$ cat config.mk
export PLATFORM = sky130hd
export DESIGN_NAME = irq_capture4
export DESIGN_NICKNAME = d
export VERILOG_FILES = /design/src/rtl/irq_capture_pkg.sv /design/src/rtl/irq_chan.sv /design/src/rtl/irq_capture4.sv
export SDC_FILE = /design/constraint.sdc
export NUM_CORES = 1
export LEC_CHECK = 0
export ABC_AREA = 1
export CORE_MARGIN = 3
export CORE_UTILIZATION = 42
export CTS_BUF_LIST = sky130_fd_sc_hd__clkbuf_16
export DETAILED_ROUTE_END_ITERATION = 7
export PLACE_DENSITY = 0.75
export SLEW_MARGIN = 20
export SYNTH_ARGS = -nofsm -noshare
export SYNTH_HDL_FRONTEND = slang
export SYNTH_SLANG_ARGS = --single-unit
$ cat constraint.sdc
create_clock -name clk -period 2.2 [get_ports clk]
set_input_delay 0.33 -clock clk [delete_from_list [all_inputs] [get_ports clk]]
set_output_delay 0.33 -clock clk [all_outputs]
set_load 0.01 [all_outputs]
$ cat src/rtl/irq_capture_pkg.sv
// Shared definitions for the 4-channel interrupt capture block.
// Latency: n/a (types and constants only).
// Backpressure: n/a.
package irq_capture_pkg;

  localparam int NCH = 4;

  typedef enum logic [1:0] {
    IDLE    = 2'd0,
    ASSERT  = 2'd1,
    SERVICE = 2'd2
  } irq_state_t;

  // Saturating increment used by the per-channel event counters.
  function automatic logic [31:0] sat_inc(input logic [31:0] val, input logic [31:0] max);
    return (val == max) ? val : val + 32'd1;
  endfunction

endpackage

$ cat src/rtl/irq_chan.sv
// One capture channel: edge/level event detect, sticky pending flag, saturating counter.
// Latency: event at edge t is visible on pend/cnt after edge t (1 clk).
// Backpressure: none; every event is captured, counter saturates, ovf (IRQ_CAPTURE_OVF_EN) flags lost events.
module irq_chan
  import irq_capture_pkg::*;
#(
  parameter bit EDGE = 1'b1,
  parameter int CW   = 4
) (
  input  logic          clk,
  input  logic          rst,
  input  logic          ev,
  input  logic          clr,
  output logic          evt,
  output logic          pend,
  output logic [CW-1:0] cnt
`ifdef IRQ_CAPTURE_OVF_EN
  ,
  output logic          ovf
`endif
);

  localparam logic [CW-1:0] CMAX = '1;

  logic ev_q;

  // Edge history; resets low so a line already high after reset counts once.
  always_ff @(posedge clk) begin
    if (rst) ev_q <= 1'b0;
    else     ev_q <= ev;
  end

  assign evt = EDGE ? (ev & ~ev_q) : ev;

  // Sticky pending flag; a new event beats a simultaneous clear.
  always_ff @(posedge clk) begin
    if (rst)      pend <= 1'b0;
    else if (evt) pend <= 1'b1;
    else if (clr) pend <= 1'b0;
  end

  // Saturating event counter; clear-then-count when clr and evt coincide.
  always_ff @(posedge clk) begin
    if (rst)      cnt <= '0;
    else if (clr) cnt <= evt ? CW'(1) : '0;
    else if (evt) cnt <= CW'(sat_inc(32'(cnt), 32'(CMAX)));
  end

`ifdef IRQ_CAPTURE_OVF_EN
  // Lost-event flag: an event arrived while the previous one was still pending.
  always_ff @(posedge clk) begin
    if (rst)              ovf <= 1'b0;
    else if (evt && pend) ovf <= 1'b1;
    else if (clr)         ovf <= 1'b0;
  end
`endif

endmodule

$ cat src/rtl/irq_capture4.sv
// 4-channel sticky event capture with counters and one acknowledged irq (optional ovf via IRQ_CAPTURE_OVF_EN).
// Latency: pend 1 clk after event edge, irq 1 clk after a masked-in pend; cnt_out combinational from regs.
// Backpressure: none; irq stays high until ack or until no masked-in flag remains pending.
module irq_capture4
  import irq_capture_pkg::*;
#(
  parameter bit EDGE = 1'b1,
  parameter int CW   = 4
) (
  input  logic           clk,
  input  logic           rst,
  input  logic [NCH-1:0] ev,
  input  logic [NCH-1:0] mask,
  input  logic [NCH-1:0] clr,
  input  logic           ack,
  input  logic [1:0]     cnt_sel,
  output logic [NCH-1:0] pend,
  output logic           irq,
  output logic [CW-1:0]  cnt_out
`ifdef IRQ_CAPTURE_OVF_EN
  ,
  output logic [NCH-1:0] ovf
`endif
);

  logic [NCH-1:0] evt;
  logic [CW-1:0]  cnt [NCH];
  logic           any;
  logic           new_evt;
  irq_state_t     state, state_nxt;

  for (genvar i = 0; i < NCH; i++) begin : g_chan
    irq_chan #(
      .EDGE (EDGE),
      .CW   (CW)
    ) u_chan (
      .clk  (clk),
      .rst  (rst),
      .ev   (ev[i]),
      .clr  (clr[i]),
      .evt  (evt[i]),
      .pend (pend[i]),
      .cnt  (cnt[i])
`ifdef IRQ_CAPTURE_OVF_EN
      ,
      .ovf  (ovf[i])
`endif
    );
  end

  assign any     = |(pend & mask);
  assign new_evt = |(evt & mask);
  assign cnt_out = cnt[cnt_sel];

  // State register plus registered irq decoded from the next state.
  always_ff @(posedge clk) begin
    if (rst) begin
      state <= IDLE;
      irq   <= 1'b0;
    end else begin
      state <= state_nxt;
      irq   <= (state_nxt == ASSERT);
    end
  end

  // Next-state: raise on pending, drop to SERVICE on ack, re-raise on fresh masked-in events.
  always_comb begin
    state_nxt = state;
    case (state)
      IDLE: begin
        if (any) state_nxt = ASSERT;
      end
      ASSERT: begin
        if (!any)     state_nxt = IDLE;
        else if (ack) state_nxt = SERVICE;
      end
      SERVICE: begin
        if (new_evt)   state_nxt = ASSERT;
        else if (!any) state_nxt = IDLE;
      end
      default: state_nxt = IDLE;
    endcase
  end

endmodule

# Yosys cells after proc, flatten, opt, wreduce, memory -nomap -nowiden
# Index checks and enable logic that the tools add are counted.
dict set report totals {
  output_inout_bits 9
  in_bits 17
  register_bits 27
  word_cells 85
}
dict set report op_classes {
  n_mux 33
  n_reduce_logical 11
  n_bitwise 11
  order_cmp 1
  add_sub_neg 4
  eq_ne 11
}
# cell n
set ops {}
lappend ops {{$mux 4} 14}
lappend ops {{$add 4x1->4 const B} 4}
lappend ops {{$eq 4x4->1 const B} 4}
lappend ops {{$mux 1} 12}
lappend ops {{$mux 2} 5}
lappend ops {{$and 4x4->4} 2}
lappend ops {{$bmux 4 s2} 1}
lappend ops {{$ne 2x2->1 const B} 4}
lappend ops {{$reduce_and 2->1} 4}
lappend ops {{$reduce_bool 2->1} 4}
lappend ops {{$reduce_or 4->1} 2}
lappend ops {{$pmux 2 s3} 1}
lappend ops {{$and 1x1->1} 4}
lappend ops {{$eq 2x1->1 const B} 2}
lappend ops {{$not 1->1} 4}
lappend ops {{$ge 3x3->1 const B} 1}
lappend ops {{$not 2->3} 1}
lappend ops {{$eq 2x2->1 const B} 1}
lappend ops {{$logic_not 2->1} 1}

# Logic depth before layout (Yosys ltp)
# Gate-level depths: netlist of run 1.
dict set report depth {
  depth_word 7
  mapped_depth 8
  depth_no_buf 8
}

# Hierarchy
# From an unflattened synthesis of run 1, not the netlist that was laid out.
dict set report unflattened {
  cells_unflattened 216
  hier_area_um2 1480.2
}
# module n_inst cells_per_inst area_per_inst_um2 seq_area_each_um2
set by_module_without_submodules {}
lappend by_module_without_submodules {irq_chan 4 40 297.8 120.1}
lappend by_module_without_submodules {irq_capture4 1 56 289.0 60.1}

# Least setup slack after synthesis of run 1
# Ideal clock, no wire load.
dict set report synth_timing {
  path_type {input-to-output}
  start {input port cnt_sel[0]}
  end {output port cnt_out[1]}
  t_arrival_ns 0.861
  path_stages 4
  n_path_buf 1
  slack_ns 1.009
  required_time_ns 1.870
  path_cell_list {inv_2 clkbuf_8 o21ai_0 o21ai_0}
}
dict set report synth_via {
  elab_chain_len 4
}
# item line_no
set synth_lines {}
lappend synth_lines {{start: declaration} irq_capture4.sv:16} ;# input logic [1:0] cnt_sel,
lappend synth_lines {{$not 2->3 (implied by the code)} irq_capture4.sv:53} ;# assign cnt_out = cnt[cnt_sel];
lappend synth_lines {{$bmux 4 s2} irq_capture4.sv:53}
lappend synth_lines {{$mux 4 (implied by the code) (2 in a row)} irq_capture4.sv:53}
lappend synth_lines {{end: declaration} irq_capture4.sv:19} ;# output logic [CW-1:0] cnt_out
# Every way passes these cells. The select of a mux whose other input is x is not followed.

# Final worst setup path of run 1
dict set report layout_timing {
  start {input port cnt_sel[0]}
  end {output port cnt_out[2]}
}
# Same word-level chain as after synthesis.

==> results_dict.tcl, run 1 <==
set metrics [dict create \
    cap_violations 0 \
    die_w_um 64.74 \
    fp-row-count 20 \
    antenna_found_initial 0 \
    die-area_um2 4191 \
    ir_worst_vdd_uv 392.2 \
    min_period_ps 2095 \
    drive_gt1_share_pct 7.595 \
    antenna_cells 0 \
    dp_hpwl_mm 2.280 \
    relSlewSlack_pct 63.51 \
    setup_tns_ps 0 \
    cts-root-buf "clkbuf_16" \
    rsz0062_at_grt "false" \
    p_seq_share_pct 48.3 \
    syn_nets 234 \
    h-tree-depth 1 \
    synth_cell_types 23 \
    route.detailed.drc 0 \
    tightest_slew_ps 545.7 \
    die_height_um 64.74 \
    wire_per_inst_um 10.11 \
    path_clk_slew_ps 60 \
    setup.worst_path.end_class "output pin" \
    final_nets 259 \
    core_area_um2 3178 \
    power.switching_w 0.0002592 \
    worst_slack_ps 105.5 \
    cp_max_fo 12 \
    switching_share_pct 23.66 \
    grt_max_degree 15 \
    final-seq-area_um2 540.5 \
    grt_pass1_wl_mm 4.947 \
    netlist_instances 213 \
    worstSetupStartpointType "input port" \
    p_total_w 0.001095 \
    fin_worst_skew_ps 1.645 \
    via_count 1337 \
    layout.cells.non_filler 281 \
    via_per_inst 4.758 \
    synth_seq_cells 27 \
    arrival_ps 1760 \
    setup_violations 0 \
    hp-class "reg2reg" \
    clock_path_buffers 2 \
    fmax_mhz 477.4 \
    io_pins 26 \
    finalCritPeriodShare_pct 95.21 \
    dpl_worst_slack_ps 70.18 \
    yosys.area.top_type "dfxtp_1" \
    start_util_pct 45.59 \
    mappedNetlistArea_um2 1449 \
    drtIter0Drc 96 \
    seq_area_frac_synth_pct 37.31 \
    place_congestion 0.8178 \
    synthTopCellsByArea "dfxtp_1 (37%), nand2_1 (14%), a21oi_1 (8.3%)" \
    wl_mm 2.840 \
    syn_area_per_cell_um2 6.802 \
    cts_tree "yes" \
    grt_pass1_vias 1188 \
    clk-insertion-delay-late_ps 250 \
    synthDominantCellAreaShare_pct 37.31 \
    portBuffers 25 \
    p_clk_share_pct 36.4 \
    postCtsHoldBufs 0 \
    r2r_slack_ps 910 \
    status "finished, final reports clean" \
    cp.required_ps 1870 \
    worst-setup-path-type "in2out" \
    maxSlewViolCount 0 \
    ys_warn_count 0 \
    power_density_nw_per_um2 610.0 \
    holdWs_ps 475.7 \
    multiInputGateArea_um2 739.5 \
    dp_cells 277 \
    grt-ovfl-total 0 \
    num-fill-cells 311 \
    hold_viol 0 \
    p_comb_share_pct 15.3 \
    ant_nets 0 \
    track_usage_pct 14.39 \
    syn2layout_area_growth_pct 23.92 \
    drtPass1Iterations 4 \
    clock_sinks 27 \
    cts_buffers 3 \
    p_int_w 0.0008361 \
    p_leak_nw 0.7702 \
]
repair_timing:
item / CTS / global route
endpoints found under the hold margin: 0 / 0
setup buffers: 0 / 0
endpoints found under the setup margin: 0 / 3
resized for setup: 0 / 4
kinds of logic after synthesis:
logic type	count (synthesis)	synth area share [%]
flip-flops	27	37.31
adder cells (fa/ha/maj)	4	3.454
buffers and inverters	36	11.66
AO/OA/AOI/OAI	49	19.43
AND/OR/NAND/NOR	97	28.15
registers in the layout, summed over array words and instances, names as in the netlist:
register	cells
g_chan.u_chan.cnt	16
g_chan.u_chan.ev_q	4
g_chan.u_chan.pend	4
irq	1
state	2
worst max-delay path, cell delays in order:
cell	delay, ps
clkdlybuf4s50_1	490
inv_2	100
o21ai_2	110
a21oi_1	50
a21oi_1	130
clkdlybuf4s50_1	560
layout make-up:
type	count	share of cell area, %
clock buffers	3	4.181
clock inverters	1	0.2091
inverters	29	6.063
multi-input cells	150	41.18
flip-flops and latches	27	30.10
well taps	44	3.066
repair buffers	27	15.19
synth_stat cells:
library cell	count
clkbuf_8	1
a21oi_1	24
buf_6	1
a22o_1	1
a21oi_2	2
buf_4	4
nand2_4	1
o211a_1	1
ha_1	4
nor2_2	1
nand2_1	54
nor2_1	22
inv_2	1
dfxtp_1	27
o21ai_4	1
inv_1	28
buf_2	1
nand3_1	15
a31oi_1	1
o21ai_0	17
nor2_4	1
nand2_2	3
o21ai_2	2
cells in the final DEF, fill, tap and decap left out:
| cell type | netlist | final |
|---|---|---|
| nand3_1 | 15 | 15 |
| ha_1 | 4 | 4 |
| a31oi_1 | 1 | 1 |
| nor2_4 | 1 | 1 |
| buf_4 | 4 | 2 |
| clkbuf_16 | 0 | 3 |
| nor2_2 | 1 | 1 |
| nand2_2 | 3 | 3 |
| o21ai_2 | 2 | 2 |
| a22o_1 | 1 | 1 |
| nand2_4 | 1 | 1 |
| nand2_1 | 54 | 54 |
| a21oi_1 | 24 | 24 |
| clkdlybuf4s50_1 | 0 | 22 |
| o211a_1 | 1 | 1 |
| dfxtp_1 | 27 | 27 |
| inv_2 | 1 | 2 |
| inv_1 | 28 | 28 |
| nor2_1 | 22 | 22 |
| o21ai_4 | 1 | 1 |
| dlymetal6s2s_1 | 0 | 3 |
| o21ai_0 | 17 | 17 |
| a21oi_2 | 2 | 2 |
per-layer routing:
metal  GRT usage [%]  part of all wire [%]
met5               0                     0
met2           23.63                    45
met4           1.583                     0
met1           19.15                    51
met3           4.333                   4.0
final timing paths:
| kind | depth (start not counted) | endpoint | startpoint |
|---|---|---|---|
| max | 6 | cnt_out[2] | cnt_sel[0] |
| min | 2 | g_chan[1].u_chan.pend | g_chan[1].u_chan.pend |
| max reg2reg | 7 | g_chan[0].u_chan.cnt[0] | g_chan[0].u_chan.cnt[0] |
| min reg2reg | 2 | g_chan[1].u_chan.pend | g_chan[1].u_chan.pend |
per-stage QoR:
stage | utilization, % | cell area (µm²)
floorplan | - | 1449
detailed placement | 53.78 | 1709
global route | 56.50 | 1795
CTS | 56.26 | 1788
global placement | 53.78 | 1709
finish | 56.50 | 1795
power groups by stage:
stage | Sequential [W] | Clock (W) | Combinational [W]
after floorplan | 0.000536 | 0 | 0.000103
after global placement | 0.000540 | 0 | 0.000167
after detailed placement | 0.000540 | 0 | 0.000169
after CTS | 0.000529 | 0.000412 | 0.000170
after global routing | 0.000533 | 0.000425 | 0.000189
final | 0.000529 | 0.000398 | 0.000168
(Power assumes the default switching activity.)
==> inputs of run 2 (changes only) <==
--- a/config.mk
+++ b/config.mk
@@ -10,8 +10,8 @@
 export CORE_UTILIZATION = 42
 export CTS_BUF_LIST = sky130_fd_sc_hd__clkbuf_16
 export DETAILED_ROUTE_END_ITERATION = 7
+export HOLD_SLACK_MARGIN = 0.15
 export PLACE_DENSITY = 0.75
-export SLEW_MARGIN = 20
 export SYNTH_ARGS = -nofsm -noshare
 export SYNTH_HDL_FRONTEND = slang
 export SYNTH_SLANG_ARGS = --single-unit
==> results of run 2 <==
No change in the layout: final DEF, timing and power equal those of run 1.
